## config.mk

```make
export PLATFORM = sky130hd
export DESIGN_NAME = req2send_arb
export DESIGN_NICKNAME = d
export VERILOG_FILES = /design/src/rtl/req2send_arb_pkg.sv /design/src/rtl/req2send_arb_rr_pick.sv /design/src/rtl/req2send_arb.sv
export SDC_FILE = /design/constraint.sdc
export NUM_CORES = 1
export LEC_CHECK = 0
export BUFFER_PORTS_ARGS = -buffer_cell sky130_fd_sc_hd__buf_2
export CORE_UTILIZATION = 35
export CTS_CLUSTER_SIZE = 16
export DETAILED_ROUTE_END_ITERATION = 6
export SLEW_MARGIN = 20
export SYNTH_ARGS = -nofsm -noshare
export SYNTH_HDL_FRONTEND = slang
export SYNTH_SLANG_ARGS = --single-unit
```

## constraint.sdc

```tcl
create_clock -name clk -period 3.4 [get_ports clk]
set_input_delay 0.68 -clock clk [delete_from_list [all_inputs] [get_ports clk]]
set_output_delay 0.68 -clock clk [all_outputs]
set_load 0.05 [all_outputs]
```

## src/rtl/req2send_arb_pkg.sv

```systemverilog
// req2send_arb_pkg: shared types and defaults for the req2send arbiter.
// Holds the FSM state encoding, default parameter values and the
// pointer-width helper used by the arbiter and its picker.
package req2send_arb_pkg;

  typedef enum logic [1:0] {
    ST_IDLE    = 2'd0,
    ST_SEND    = 2'd1,
    ST_RELEASE = 2'd2
  } state_e;

  localparam int N_REQ_DEF   = 4;
  localparam int DATA_W_DEF  = 8;
  localparam int TIMEOUT_DEF = 16;

  // Width of a requester index / round-robin pointer.
  function automatic int ptr_w(input int n);
    return $clog2(n);
  endfunction

endpackage

```

## src/rtl/req2send_arb_rr_pick.sv

```systemverilog
// rr_pick: combinational round-robin picker, lowest set bit at or above ptr_i, else wraps.
// Latency: purely combinational, zero cycles.
// Backpressure: none; the caller decides when to consume the pick.
// Ports: req_i (request vector), ptr_i (search start) -> any_o, oh_o (one-hot), idx_o (index).
module rr_pick
  import req2send_arb_pkg::*;
#(
  parameter int N  = N_REQ_DEF,
  parameter int PW = ptr_w(N)
) (
  input  logic [N-1:0]  req_i,
  input  logic [PW-1:0] ptr_i,
  output logic          any_o,
  output logic [N-1:0]  oh_o,
  output logic [PW-1:0] idx_o
);

  logic          hi_any;
  logic          lo_any;
  logic [PW-1:0] hi_idx;
  logic [PW-1:0] lo_idx;

  // Two views of the same vector: "hi" only considers bits at or above the
  // pointer, "lo" considers every bit and serves as the wrap-around choice.
  // Scanning downward leaves the lowest matching index in each.
  always_comb begin
    hi_any = 1'b0;
    lo_any = 1'b0;
    hi_idx = '0;
    lo_idx = '0;
    for (int i = N - 1; i >= 0; i--) begin
      if (req_i[i]) begin
        lo_any = 1'b1;
        lo_idx = PW'(i);
        if (PW'(i) >= ptr_i) begin
          hi_any = 1'b1;
          hi_idx = PW'(i);
        end
      end
    end
    any_o = lo_any;
    idx_o = hi_any ? hi_idx : lo_idx;
    oh_o  = '0;
    if (lo_any) oh_o[idx_o] = 1'b1;
  end

endmodule

```

## src/rtl/req2send_arb.sv

```systemverilog
// req2send_arb: round-robin arbiter sharing one req2send channel among N_REQ requesters.
// Latency: grant/request/source_data one cycle after pick; done_o/err_o one cycle after ack/timeout.
// Backpressure: one transaction in flight; requesters hold req_i until their done_o/err_o.
// Ports: clk, reset_n; req_i/data_i in, grant_o/done_o/err_o out; request/source_data out, ack in.
module req2send_arb
  import req2send_arb_pkg::*;
#(
  parameter int N_REQ   = N_REQ_DEF,
  parameter int DATA_W  = DATA_W_DEF,
  parameter int TIMEOUT = TIMEOUT_DEF
) (
  input  logic                    clk,
  input  logic                    reset_n,
  input  logic [N_REQ-1:0]        req_i,
  input  logic [N_REQ*DATA_W-1:0] data_i,
  output logic [N_REQ-1:0]        grant_o,
  output logic [N_REQ-1:0]        done_o,
  output logic [N_REQ-1:0]        err_o,
  output logic                    request,
  output logic [DATA_W-1:0]       source_data,
  input  logic                    ack
);

  localparam int              PW       = ptr_w(N_REQ);
  localparam int              CW       = $clog2(TIMEOUT);
  localparam logic [CW-1:0]   CNT_LAST = CW'(TIMEOUT - 1);
  localparam logic [PW-1:0]   PTR_LAST = PW'(N_REQ - 1);

  state_e             state_q;
  logic [PW-1:0]      rr_ptr_q;
  logic [PW-1:0]      rr_ptr_d;
  logic [PW-1:0]      win_q;
  logic [CW-1:0]      cnt_q;
  logic [N_REQ-1:0]   grant_q;
  logic [N_REQ-1:0]   done_q;
  logic [N_REQ-1:0]   err_q;
  logic               request_q;
  logic [DATA_W-1:0]  data_q;

  logic               pick_any;
  logic [N_REQ-1:0]   pick_oh;
  logic [PW-1:0]      pick_idx;
  logic [DATA_W-1:0]  data_arr [N_REQ];

  for (genvar g = 0; g < N_REQ; g++) begin : g_unpack
    assign data_arr[g] = data_i[g*DATA_W +: DATA_W];
  end

  rr_pick #(
    .N  (N_REQ),
    .PW (PW)
  ) u_rr_pick (
    .req_i (req_i),
    .ptr_i (rr_ptr_q),
    .any_o (pick_any),
    .oh_o  (pick_oh),
    .idx_o (pick_idx)
  );

  // Pointer moves just past the winner once its transaction finishes.
  assign rr_ptr_d = (win_q == PTR_LAST) ? '0 : win_q + PW'(1);

  always_ff @(posedge clk or negedge reset_n) begin
    if (!reset_n) begin
      state_q   <= ST_IDLE;
      rr_ptr_q  <= '0;
      win_q     <= '0;
      cnt_q     <= '0;
      grant_q   <= '0;
      done_q    <= '0;
      err_q     <= '0;
      request_q <= 1'b0;
      data_q    <= '0;
    end else begin
      done_q <= '0;
      err_q  <= '0;
      unique case (state_q)
        ST_IDLE: begin
          // An ack still high here belongs to nobody; wait it out.
          if (pick_any && !ack) begin
            state_q   <= ST_SEND;
            request_q <= 1'b1;
            grant_q   <= pick_oh;
            win_q     <= pick_idx;
            data_q    <= data_arr[pick_idx];
            cnt_q     <= '0;
          end
        end
        ST_SEND: begin
          // grant_q is the winner's one-hot, so it doubles as the pulse mask.
          if (ack) begin
            state_q   <= ST_RELEASE;
            request_q <= 1'b0;
            grant_q   <= '0;
            done_q    <= grant_q;
            rr_ptr_q  <= rr_ptr_d;
          end else if (cnt_q == CNT_LAST) begin
            state_q   <= ST_IDLE;
            request_q <= 1'b0;
            grant_q   <= '0;
            err_q     <= grant_q;
            rr_ptr_q  <= rr_ptr_d;
          end else begin
            cnt_q <= cnt_q + CW'(1);
          end
        end
        ST_RELEASE: begin
          if (!ack) state_q <= ST_IDLE;
        end
        default: state_q <= ST_IDLE;
      endcase
    end
  end

  assign grant_o     = grant_q;
  assign done_o      = done_q;
  assign err_o       = err_q;
  assign request     = request_q;
  assign source_data = data_q;

endmodule

```

# [Word level (Yosys, flattened, before mapping)]
# Cells that the tools add are included.
[totals] reg_bits=31 inputBits=39 output_inout_bits=21 word_cells=95
[classes] add_sub_neg=2 magnitude_cmp=7 eq_ne=9 muxes=56 bitwise=1 n_reduce_logical=11
[ops] op="$mux 4" n=12
[ops] op="$mux 2" n=20
[ops] op="$bmux 8 s2" n=1
[ops] op="$mux 1" n=16
[ops] op="$mux 8" n=2
[ops] op="$pmux 4 s2" n=2
[ops] op="$ne 2x2->1 const B" n=4
[ops] op="$pmux 2 s3" n=1
[ops] op="$reduce_and 3->1" n=2
[ops] op="$add 4x1->4 const B" n=1
[ops] op="$eq 2x2->1 const B" n=2
[ops] op="$eq 4x4->1 const B" n=1
[ops] op="$ge 1x2->1 const A" n=2
[ops] op="$ge 2x2->1 const A" n=2
[ops] op="$reduce_and 2->1" n=2
[ops] op="$reduce_and 4->1" n=1
[ops] op="$reduce_bool 2->1" n=2
[ops] op="$ge 3x3->1 const B" n=1
[ops] op="$lt 2x3->1 const B" n=1
[ops] op="$ne 3x3->1 const B" n=1
[ops] op="$not 2->3" n=1
[ops] op="$add 2x1->2 const B" n=1
[ops] op="$demux 1 s2" n=1
[ops] op="$eq 2x1->1 const B" n=1
[ops] op="other kinds (5)" n=6

# [Longest topological paths before layout]
# Gate-level depths: netlist (run 1).
[depth] word_depth=17 mapped_depth=7 mapped_depth_nobuf=6

# [By module]
# From an unflattened synthesis (run 1), not the netlist that was laid out.
[unflattened] cells_unflattened=159 area_unflattened_um2=1637.8
[by_module_without_submodules] module="req2send_arb" n_inst=1 cells_per_inst=129 area_each_um2=1462.7 seq_area_each_um2=775.7
[by_module_without_submodules] module="rr_pick" n_inst=1 cells_per_inst=30 area_each_um2=175.2 seq_area_each_um2=0.0

# [Worst setup path after synthesis (run 1)]
# OpenSTA, ideal clock, no wires.
[synth_timing] path_type="in2reg" from="input port req_i[2]" to="register data_q[0], in the netlist source_data[0]" setup_ps=139 arrival_ps=1857 t_required_ps=3261 slack_ps=1404 path_stages=6 path_buffers=1 cell_sequence="mux2i_1 nor2_2 or3_1 buf_6 a2111oi_0 a311oi_1"
[synth_via] elab_chain_len=10 word_cells_on_any_way=23 classes_between="mux (20); bitwise (1); reduce/logical (2)"
[synth_rtl] item="start: declaration" line_no="req2send_arb.sv:14" source="input logic [N_REQ-1:0] req_i,"
[synth_rtl] item="$mux 2 / $mux 1 (equally long branches)" line_no="req2send_arb_rr_pick.sv:32" source="if (req_i[i]) begin"
[synth_rtl] item="$mux 2 / $mux 1 (equally long branches)" line_no="req2send_arb_rr_pick.sv:35" source="if (PW'(i) >= ptr_i) begin"
[synth_rtl] item="$mux 2 / $mux 1 (equally long branches)" line_no="req2send_arb_rr_pick.sv:32"
[synth_rtl] item="$mux 2 / $mux 1 (equally long branches)" line_no="req2send_arb_rr_pick.sv:35"
[synth_rtl] item="$mux 2 / $mux 1 (equally long branches)" line_no="req2send_arb_rr_pick.sv:32"
[synth_rtl] item="$mux 2" line_no="req2send_arb_rr_pick.sv:42" source="idx_o = hi_any ? hi_idx : lo_idx;"
[synth_rtl] item="$not 2->3 (implied by the code)" line_no="req2send_arb.sv:85" source="data_q <= data_arr[pick_idx];"
[synth_rtl] item="$bmux 8 s2" line_no="req2send_arb.sv:85"
[synth_rtl] item="$mux 8 (implied by the code) (2 in a row)" line_no="req2send_arb.sv:85"
[synth_rtl] item="end signal: assignment" line_no="req2send_arb.sv:85"
[synth_rtl] item="end: declaration" line_no="req2send_arb.sv:38" source="logic [DATA_W-1:0] data_q;"
# Several ways; a longest one is shown, not always the timed one. The select of a mux whose other input is x is not followed.
# A chain may end at the register's enable or synchronous reset.

# [Worst setup path in the final report (run 1)]
[layout_timing] from="input port req_i[2]" to="register data_q[2], in the netlist source_data[2]"
# The elaborated chain is that of the path after synthesis.

==> results_tabular.tex, run 1 <==
\begin{tabular}{lr}
\hline
Metric & Value \\
\hline
\multicolumn{2}{l}{\textbf{Cells and area}} \\
Number of inserted diodes & 0 \\
Post-layout utilization of the core & 47.64\% \\
Layout cells sized above 1 & 34.10\% \\
Post-route standard cell area excluding fillers & 1974 um2 \\
Number of nets at the end of the flow & 258 \\
Area grow syn2layout & 26.75\% \\
\multicolumn{2}{l}{\textbf{Clock tree}} \\
Sink Count & 31 \\
Clock tree from TritonCTS & yes \\
TritonCTS buffer count & 5 \\
Post-cts gate resize count & 0 \\
Clock transition at the register clock pins on the worst setup and hold paths after CTS & 0.06 ns \\
Max clock buf depth & 2 \\
Quantity of hold-fixing buffers added after cts & 0 \\
H-tree lvl count & 2 \\
Latest clock arrival within the worst-skew pair & 0.28 ns \\
Cell at the root of the clock tree & sky130\_fd\_sc\_hd\_\_clkbuf\_8 \\
Setup repair bufs after CTS & 0 \\
\multicolumn{2}{l}{\textbf{STA}} \\
Max-Slew Margin vs Limit & 54.66\% \\
Achievable clock frequency & 432.2 MHz \\
Unrepaired setup endpoints after global routing & false \\
Setup violations, final & 0 \\
Sum Neg Setup Slack & 0 ns \\
Worst hold margin & 0.4386 ns \\
Post-route minimum period & 2.314 ns \\
Max-slew violation total from the final report & 0 \\
Post-route clock skew & 0.003005 ns \\
Actual transition at the worst max-transition pin & 0.6765 ns \\
Share of the clock period used by the worst path & 68.05\% \\
Count of endpoints failing hold in the final timing report & 0 \\
\multicolumn{2}{l}{\textbf{Logic synthesis}} \\
Cell area after technology mapping & 1558 um2 \\
Number of enable-type register cells in the synthesized netlist & 0 \\
Sequential-to-total area share from yosys stat & 49.80\% \\
Fraction of registers with async set or reset after synthesis & 100.0\% \\
Fraction of synthesized cell area taken by the top area cell type & 49.80\% \\
Cell with the most instances after synthesis & sky130\_fd\_sc\_hd\_\_dfrtp\_1 \\
Post-synth top flop & sky130\_fd\_sc\_hd\_\_dfrtp\_1 \\
Mean post-synth cell area & 9.922 um2 \\
Total of flip-flops plus latches after synthesis & 31 \\
Synthesized instance count & 157 \\
Most common library cells after synthesis & sky130\_fd\_sc\_hd\_\_dfrtp\_1 (31), sky130\_fd\_sc\_hd\_\_nand2\_1 (25), sky130\_fd\_sc\_hd\_\_nor2\_1 (18) \\
Warnings from Yosys & 0 \\
Main area contributors after synthesis & sky130\_fd\_sc\_hd\_\_dfrtp\_1 (50\%), sky130\_fd\_sc\_hd\_\_nand2\_1 (6.0\%), sky130\_fd\_sc\_hd\_\_a2111oi\_0 (4.5\%) \\
Library cell occupying the most area in the post-synthesis netlist & sky130\_fd\_sc\_hd\_\_dfrtp\_1 \\
Number of different library cells in the post-synthesis netlist & 37 \\
Mapped Nets & 198 \\
\multicolumn{2}{l}{\textbf{Floorplanning}} \\
Vertical extent of the die & 68.72 um \\
Placeable core region & 4144 um2 \\
Count of pins on the block boundary & 60 \\
Die Span X & 68.72 um \\
Initial standard-cell utilization of the core & 37.59\% \\
Die Area & 4722 um2 \\
Number of rows in the core area & 23 \\
\multicolumn{2}{l}{\textbf{Pwr}} \\
Static power due to leakage & 0.9675 nW \\
Maximum VDD drop & 375.0 uV \\
Power Dens Cells & 834.2 nW/um2 \\
Overall power & 1.647 mW \\
\multicolumn{2}{l}{\textbf{Worst setup path}} \\
Reg2reg path depth & 5 \\
Reg2reg end & source\_data[2] \\
Worst-path cell chain & buf\_2 > mux2i\_1 > nor2\_2 > or3\_1 > a2111oi\_0 > a311oi\_1 \\
Critical Path Fanout Max & 19 \\
Delay of the slowest cell on the worst path & 0.66 ns \\
Crit path arrival time & 2.45 ns \\
Register-to-Register Setup Slack & 1.10 ns \\
Type of the worst setup path & input port to register \\
Startpoint of the most critical register-to-register path & rr\_ptr\_q[1] \\
Slowest cell on the critical path & sky130\_fd\_sc\_hd\_\_a2111oi\_0 \\
Critical Path Source Type & input port \\
Required time reported for the critical path endpoint & 3.53 ns \\
Type of destination of the critical path & register \\
\multicolumn{2}{l}{\textbf{Placed design}} \\
Routability-driven placement congestion ratio & 0.8040 \\
Placed wire-length estimate & 2.793 mm \\
\# port buffers & 59 \\
Placed cell area & 1887 um2 \\
\multicolumn{2}{l}{\textbf{Drt}} \\
Routed wire per std cell & 14.18 um \\
Vias after detailed routing & 1433 \\
Number of nets still failing antenna checks after routing & 0 \\
Ratio of routed vias to standard cells & 5.367 \\
Number of optimization iterations in the first detailed-route pass & 4 \\
Total routed wirelength & 3.787 mm \\
Remaining design rule violation count & 0 \\
First-iteration detailed-routing DRC count & 84 \\
\multicolumn{2}{l}{\textbf{GRT}} \\
Grt met3 use & 4.770\% \\
Wire length of the first global-routing pass & 6.113 mm \\
Global-route layer with the greatest usage & met2 \\
GR Util met2 & 25.86\% \\
Initial antenna violation count & 0 \\
Met1 routing resource usage after global routing & 24.87\% \\
Grt total ovfl & 0 \\
Pin count of the biggest net entering global routing & 32 \\
Total track usage & 17.46\% \\
Number of global-route vias before repair & 1311 \\
\multicolumn{2}{l}{\textbf{Hold path}} \\
Worst hold-check path type & input port to asynchronous set/reset pin \\
\multicolumn{2}{l}{\textbf{Job}} \\
Number of violations of the max-capacitance limit & 0 \\
\multicolumn{2}{l}{\textbf{Outcome}} \\
Outcome & finished, final reports clean \\
\hline
\end{tabular}
## where the power goes
part           total (mW)  leakage, nW  internal, mW  switching, mW
logic               0.769        0.527         0.227          0.541
clock network       0.290       0.0470         0.159          0.132
registers           0.588        0.393         0.487          0.101
## critical path: cells and delay by family
family | cells | cell delay (ns)
muxes | 1 | 0.17
buffers and inverters | 1 | 0.12
AOI/OAI and AO/OA | 2 | 0.74
and+or+nand+nor | 2 | 0.75
## flip-flops by register name, indices dropped and copies added, names as in the netlist
name	cells
cnt_q	4
err_o	4
state_q	2
win_q	2
grant_o	4
request	1
rr_ptr_q	2
source_data	8
done_o	4
## cell usage in the layout, fill, tap and decap left out
cell type / count
sky130_fd_sc_hd__o211ai_1: 2
sky130_fd_sc_hd__and2_1: 6
sky130_fd_sc_hd__mux2_2: 2
sky130_fd_sc_hd__nand2b_1: 2
sky130_fd_sc_hd__o21ai_0: 3
sky130_fd_sc_hd__a32o_1: 4
sky130_fd_sc_hd__nand2_1: 25
sky130_fd_sc_hd__a2111oi_0: 8
sky130_fd_sc_hd__xor2_1: 2
sky130_fd_sc_hd__nor3b_1: 1
sky130_fd_sc_hd__o22ai_1: 1
sky130_fd_sc_hd__clkinv_2: 1
sky130_fd_sc_hd__nand3_1: 1
sky130_fd_sc_hd__nor3_2: 1
sky130_fd_sc_hd__nor2_2: 2
sky130_fd_sc_hd__a31oi_1: 1
sky130_fd_sc_hd__nand4_1: 1
sky130_fd_sc_hd__a311oi_1: 8
sky130_fd_sc_hd__or3_1: 1
sky130_fd_sc_hd__a21oi_1: 2
sky130_fd_sc_hd__clkbuf_8: 6
sky130_fd_sc_hd__dfrtp_1: 31
sky130_fd_sc_hd__a21o_1: 1
sky130_fd_sc_hd__nor4_1: 2
sky130_fd_sc_hd__nor2b_1: 1
sky130_fd_sc_hd__ha_1: 2
sky130_fd_sc_hd__inv_1: 2
sky130_fd_sc_hd__nor3_1: 1
sky130_fd_sc_hd__o21a_1: 2
sky130_fd_sc_hd__buf_4: 2
sky130_fd_sc_hd__nor4b_1: 8
sky130_fd_sc_hd__o31ai_1: 1
sky130_fd_sc_hd__a21oi_2: 1
sky130_fd_sc_hd__and3_1: 5
sky130_fd_sc_hd__nor2_1: 18
sky130_fd_sc_hd__mux2i_1: 1
sky130_fd_sc_hd__buf_2: 59
## how the worst max path moves through the flow
stage          slack, ns  cells after the start        start              to
2_1_floorplan       1.40                      6     req_i[2]  source_data[0]
3_3_place_gp        0.84                      6     req_i[2]  source_data[2]
3_5_place_dp        0.82                      6     req_i[2]  source_data[2]
4_1_cts             1.11                      6     req_i[2]  source_data[2]
5_1_grt             0.98                      5  rr_ptr_q[1]  source_data[6]
6_report            1.09                      6     req_i[2]  source_data[2]
## per-stage QoR
| stage | instances | setup slack (ns) |
|---|---|---|
| 6_report | 267 | 1.086 |
| 3_3_place_gp | 260 | 0.8410 |
| 5_1_grt | 267 | 0.9820 |
| 4_1_cts | 267 | 1.108 |
| 3_5_place_dp | 260 | 0.8205 |
| 2_1_floorplan | 157 | 1.404 |
## metal layers
layer / wire [um] / up-vias
met3: 218 / 6
li1: - / 707
met4: 39 / 0
met5: 0 / -
met2: 1649 / 38
met1: 1880 / 682
## kinds of logic after synthesis
group | count (synthesis) | synth area share, %
compound gates | 34 | 17.43
xor+xnor | 2 | 1.125
fa+ha+maj | 2 | 1.606
buf+inv | 10 | 3.293
flops | 31 | 49.80
mux | 3 | 2.088
simple gates | 75 | 24.66
## layout make-up
| type | count | area (um2) |
|---|---|---|
| flip-flops and latches | 31 | 775.7 |
| fillers | 412 | 2170 |
| multi-input cells | 116 | 730.7 |
| clock buffers | 6 | 82.58 |
| inverters | 2 | 7.507 |
| clock inverters | 1 | 5.005 |
| well taps | 50 | 62.56 |
| repair buffers | 61 | 310.3 |
Note: power is estimated with default switching activity, not from simulation.
==> inputs of run 2 (changes only) <==
- clock period: 3.4 -> 2.4 ns (I/O delays scaled with it)
==> run 2 against run 1 <==
  * Sequential share of layout area down 1.2 points
  * Non-clock buffer count up 8
  * Wire length up 2.3%
  * Sequential power up 42%
  * First-iteration DRC count up 14%
  * Critical path depth unchanged
  * Clock power up 40%
  * Core utilization up 1.4 points
  * Total power up 45%
  * Clock skew down 0.0013 ns
  * Critical endpoint unchanged
==> results_tabular.tex, run 2 (synthesis gave the netlist of run 1 again) <==
\begin{tabular}{lr}
\hline
Metric & Value \\
\hline
\multicolumn{2}{l}{\textbf{Floorplanning}} \\
Die Area & 4722 um2 (unchanged) \\
Placeable core region & 4144 um2 (unchanged) \\
Die Span X & 68.72 um (unchanged) \\
Number of rows in the core area & 23 (unchanged) \\
Count of pins on the block boundary & 60 (unchanged) \\
Vertical extent of the die & 68.72 um (unchanged) \\
Initial standard-cell utilization of the core & 37.59\% (unchanged) \\
\multicolumn{2}{l}{\textbf{GRT}} \\
Grt total ovfl & 0 (unchanged) \\
Wire length of the first global-routing pass & 6.106 mm (was 6.113 mm) \\
Number of global-route vias before repair & 1311 (unchanged) \\
Pin count of the biggest net entering global routing & 32 (unchanged) \\
Total track usage & 17.75\% (was 17.46\%) \\
Initial antenna violation count & 0 (unchanged) \\
\multicolumn{2}{l}{\textbf{Drt}} \\
Routed wire per std cell & 14.09 um (was 14.18 um) \\
Number of nets still failing antenna checks after routing & 0 (unchanged) \\
Number of optimization iterations in the first detailed-route pass & 4 (unchanged) \\
Remaining design rule violation count & 0 (unchanged) \\
Vias after detailed routing & 1460 (was 1433) \\
Ratio of routed vias to standard cells & 5.309 (was 5.367) \\
First-iteration detailed-routing DRC count & 96 (was 84) \\
Total routed wirelength & 3.874 mm (was 3.787 mm) \\
\multicolumn{2}{l}{\textbf{STA}} \\
Count of endpoints failing hold in the final timing report & 0 (unchanged) \\
Max-slew violation total from the final report & 0 (unchanged) \\
Sum Neg Setup Slack & 0 ns (unchanged) \\
Post-route clock skew & 0.001734 ns (was 0.003005 ns) \\
Unrepaired setup endpoints after global routing & false (unchanged) \\
Max-Slew Margin vs Limit & 54.83\% (was 54.66\%) \\
Share of the clock period used by the worst path & 89.13\% \\
Post-route minimum period & 2.139 ns \\
Setup violations, final & 0 (unchanged) \\
Achievable clock frequency & 467.5 MHz \\
Actual transition at the worst max-transition pin & 0.6776 ns (was 0.6765 ns) \\
\multicolumn{2}{l}{\textbf{Cells and area}} \\
Flip-flop count of the largest register, all copies and words added & 8 (unchanged) \\
Leading cell types in the layout, fill and taps excluded & sky130\_fd\_sc\_hd\_\_buf\_2 (59), sky130\_fd\_sc\_hd\_\_dfrtp\_1 (31), sky130\_fd\_sc\_hd\_\_nand2\_1 (25) (unchanged) \\
Number of nets at the end of the flow & 266 (was 258) \\
Area grow syn2layout & 30.60\% (was 26.75\%) \\
Layout cells sized above 1 & 36.44\% (was 34.10\%) \\
Most common cell after layout, fill and taps aside & sky130\_fd\_sc\_hd\_\_buf\_2 (unchanged) \\
Number of inserted diodes & 0 (unchanged) \\
\multicolumn{2}{l}{\textbf{Clock tree}} \\
TritonCTS buffer count & 5 (unchanged) \\
Setup repair bufs after CTS & 0 (unchanged) \\
Sink Count & 31 (unchanged) \\
Quantity of hold-fixing buffers added after cts & 0 (unchanged) \\
Max clock buf depth & 2 (unchanged) \\
Clock transition at the register clock pins on the worst setup and hold paths after CTS & 0.06 ns (about the same) \\
Post-cts gate resize count & 0 (unchanged) \\
Latest clock arrival within the worst-skew pair & 0.27 ns (was 0.28 ns) \\
H-tree lvl count & 2 (unchanged) \\
Clock tree from TritonCTS & yes (unchanged) \\
Cell at the root of the clock tree & sky130\_fd\_sc\_hd\_\_clkbuf\_8 (unchanged) \\
\multicolumn{2}{l}{\textbf{Worst setup path}} \\
Crit path arrival time & 2.27 ns (was 2.45 ns) \\
Type of destination of the critical path & register (unchanged) \\
Reg2reg end & source\_data[2] (unchanged) \\
Critical Path Source Type & register (was input port) \\
Launch point of the critical path & rr\_ptr\_q[1] (was req\_i[2]) \\
Register-to-Register Setup Slack & 0.26 ns (was 1.10 ns) \\
Type of the worst setup path & register to register (was input port to register) \\
Startpoint of the most critical register-to-register path & rr\_ptr\_q[1] (unchanged) \\
Critical Path Fanout Max & 9 (was 19) \\
Reg2reg path depth & 6 (was 5) \\
Required time reported for the critical path endpoint & 2.53 ns (was 3.53 ns) \\
\multicolumn{2}{l}{\textbf{Pwr}} \\
Static power due to leakage & 1.006 nW (was 0.9675 nW) \\
Power Dens Cells & 1176 nW/um2 (was 834.2 nW/um2) \\
Overall power & 2.393 mW (was 1.647 mW) \\
Maximum VDD drop & 540.5 uV (was 375.0 uV) \\
\multicolumn{2}{l}{\textbf{Placed design}} \\
Placed wire-length estimate & 2.961 mm (was 2.793 mm) \\
\# port buffers & 59 (unchanged) \\
Routability-driven placement congestion ratio & 0.7902 (was 0.8040) \\
\multicolumn{2}{l}{\textbf{Job}} \\
Number of violations of the max-capacitance limit & 0 (unchanged) \\
\multicolumn{2}{l}{\textbf{Outcome}} \\
Outcome & finished, final reports clean (unchanged) \\
\multicolumn{2}{l}{\textbf{Hold path}} \\
Worst hold-check path type & input port to asynchronous set/reset pin (unchanged) \\
\hline
\end{tabular}
[run 2: changes by cell type in the layout (fill, tap and decap cells not counted), sizes merged]
cell,delta
buf,+8
[run 2: worst max-delay path by stage]
stage,end,slack (ns)
global placement,source_data[2],0.24
global route,source_data[2],0.11
CTS,source_data[2],0.29
floorplan,source_data[0],0.60
detailed placement,source_data[2],0.19
finish,source_data[2],0.26
[run 2: per-layer routing]
metal  GRT usage, %  vias up  wire, um
met1          25.40      696      1894
li1               -      715         -
met2          25.74       45      1719
met3          4.934        4       224
met4          5.357        0        36
met5              0        -         0
[run 2: layout make-up]
type	instances	area, um2
clock buffers	6	82.58
clock inverters	1	5.005
fillers	423	2110
inverters	2	7.507
multi-input cells	116	730.7
flip-flops and latches	31	775.7
well taps	50	62.56
repair buffers	69	370.4
[run 2: through the flow]
| stage | setup slack [ns] | instance area, um2 | hold slack [ns] | std cells | util (%) |
|---|---|---|---|---|---|
| floorplan | 0.6042 | 1558 | 0.1844 | 157 | - |
| detailed placement | 0.1922 | 1947 | 0.4644 | 268 | 46.98 |
| global placement | 0.2420 | 1947 | 0.4698 | 268 | 46.98 |
| CTS | 0.2863 | 2034 | 0.2705 | 275 | 49.09 |
| finish | 0.2610 | 2034 | 0.2399 | 275 | 49.09 |
| global route | 0.1127 | 2034 | 0.2992 | 275 | 49.09 |
[run 2: worst max-delay path, cell delays in order, from the launching register on]
cell and delay, ns:
sky130_fd_sc_hd__dfrtp_1 0.44, sky130_fd_sc_hd__mux2i_1 0.24, sky130_fd_sc_hd__nor2_2 0.05, sky130_fd_sc_hd__or3_1 0.49, sky130_fd_sc_hd__buf_4 0.22, sky130_fd_sc_hd__a2111oi_0 0.47, sky130_fd_sc_hd__a311oi_1 0.08
[run 2: power by group]
part	switching [mW]	internal [mW]	total, mW
combinational	0.779	0.371	1.15
sequential	0.146	0.690	0.837
clock	0.182	0.225	0.406
total	1.11	1.29	2.39
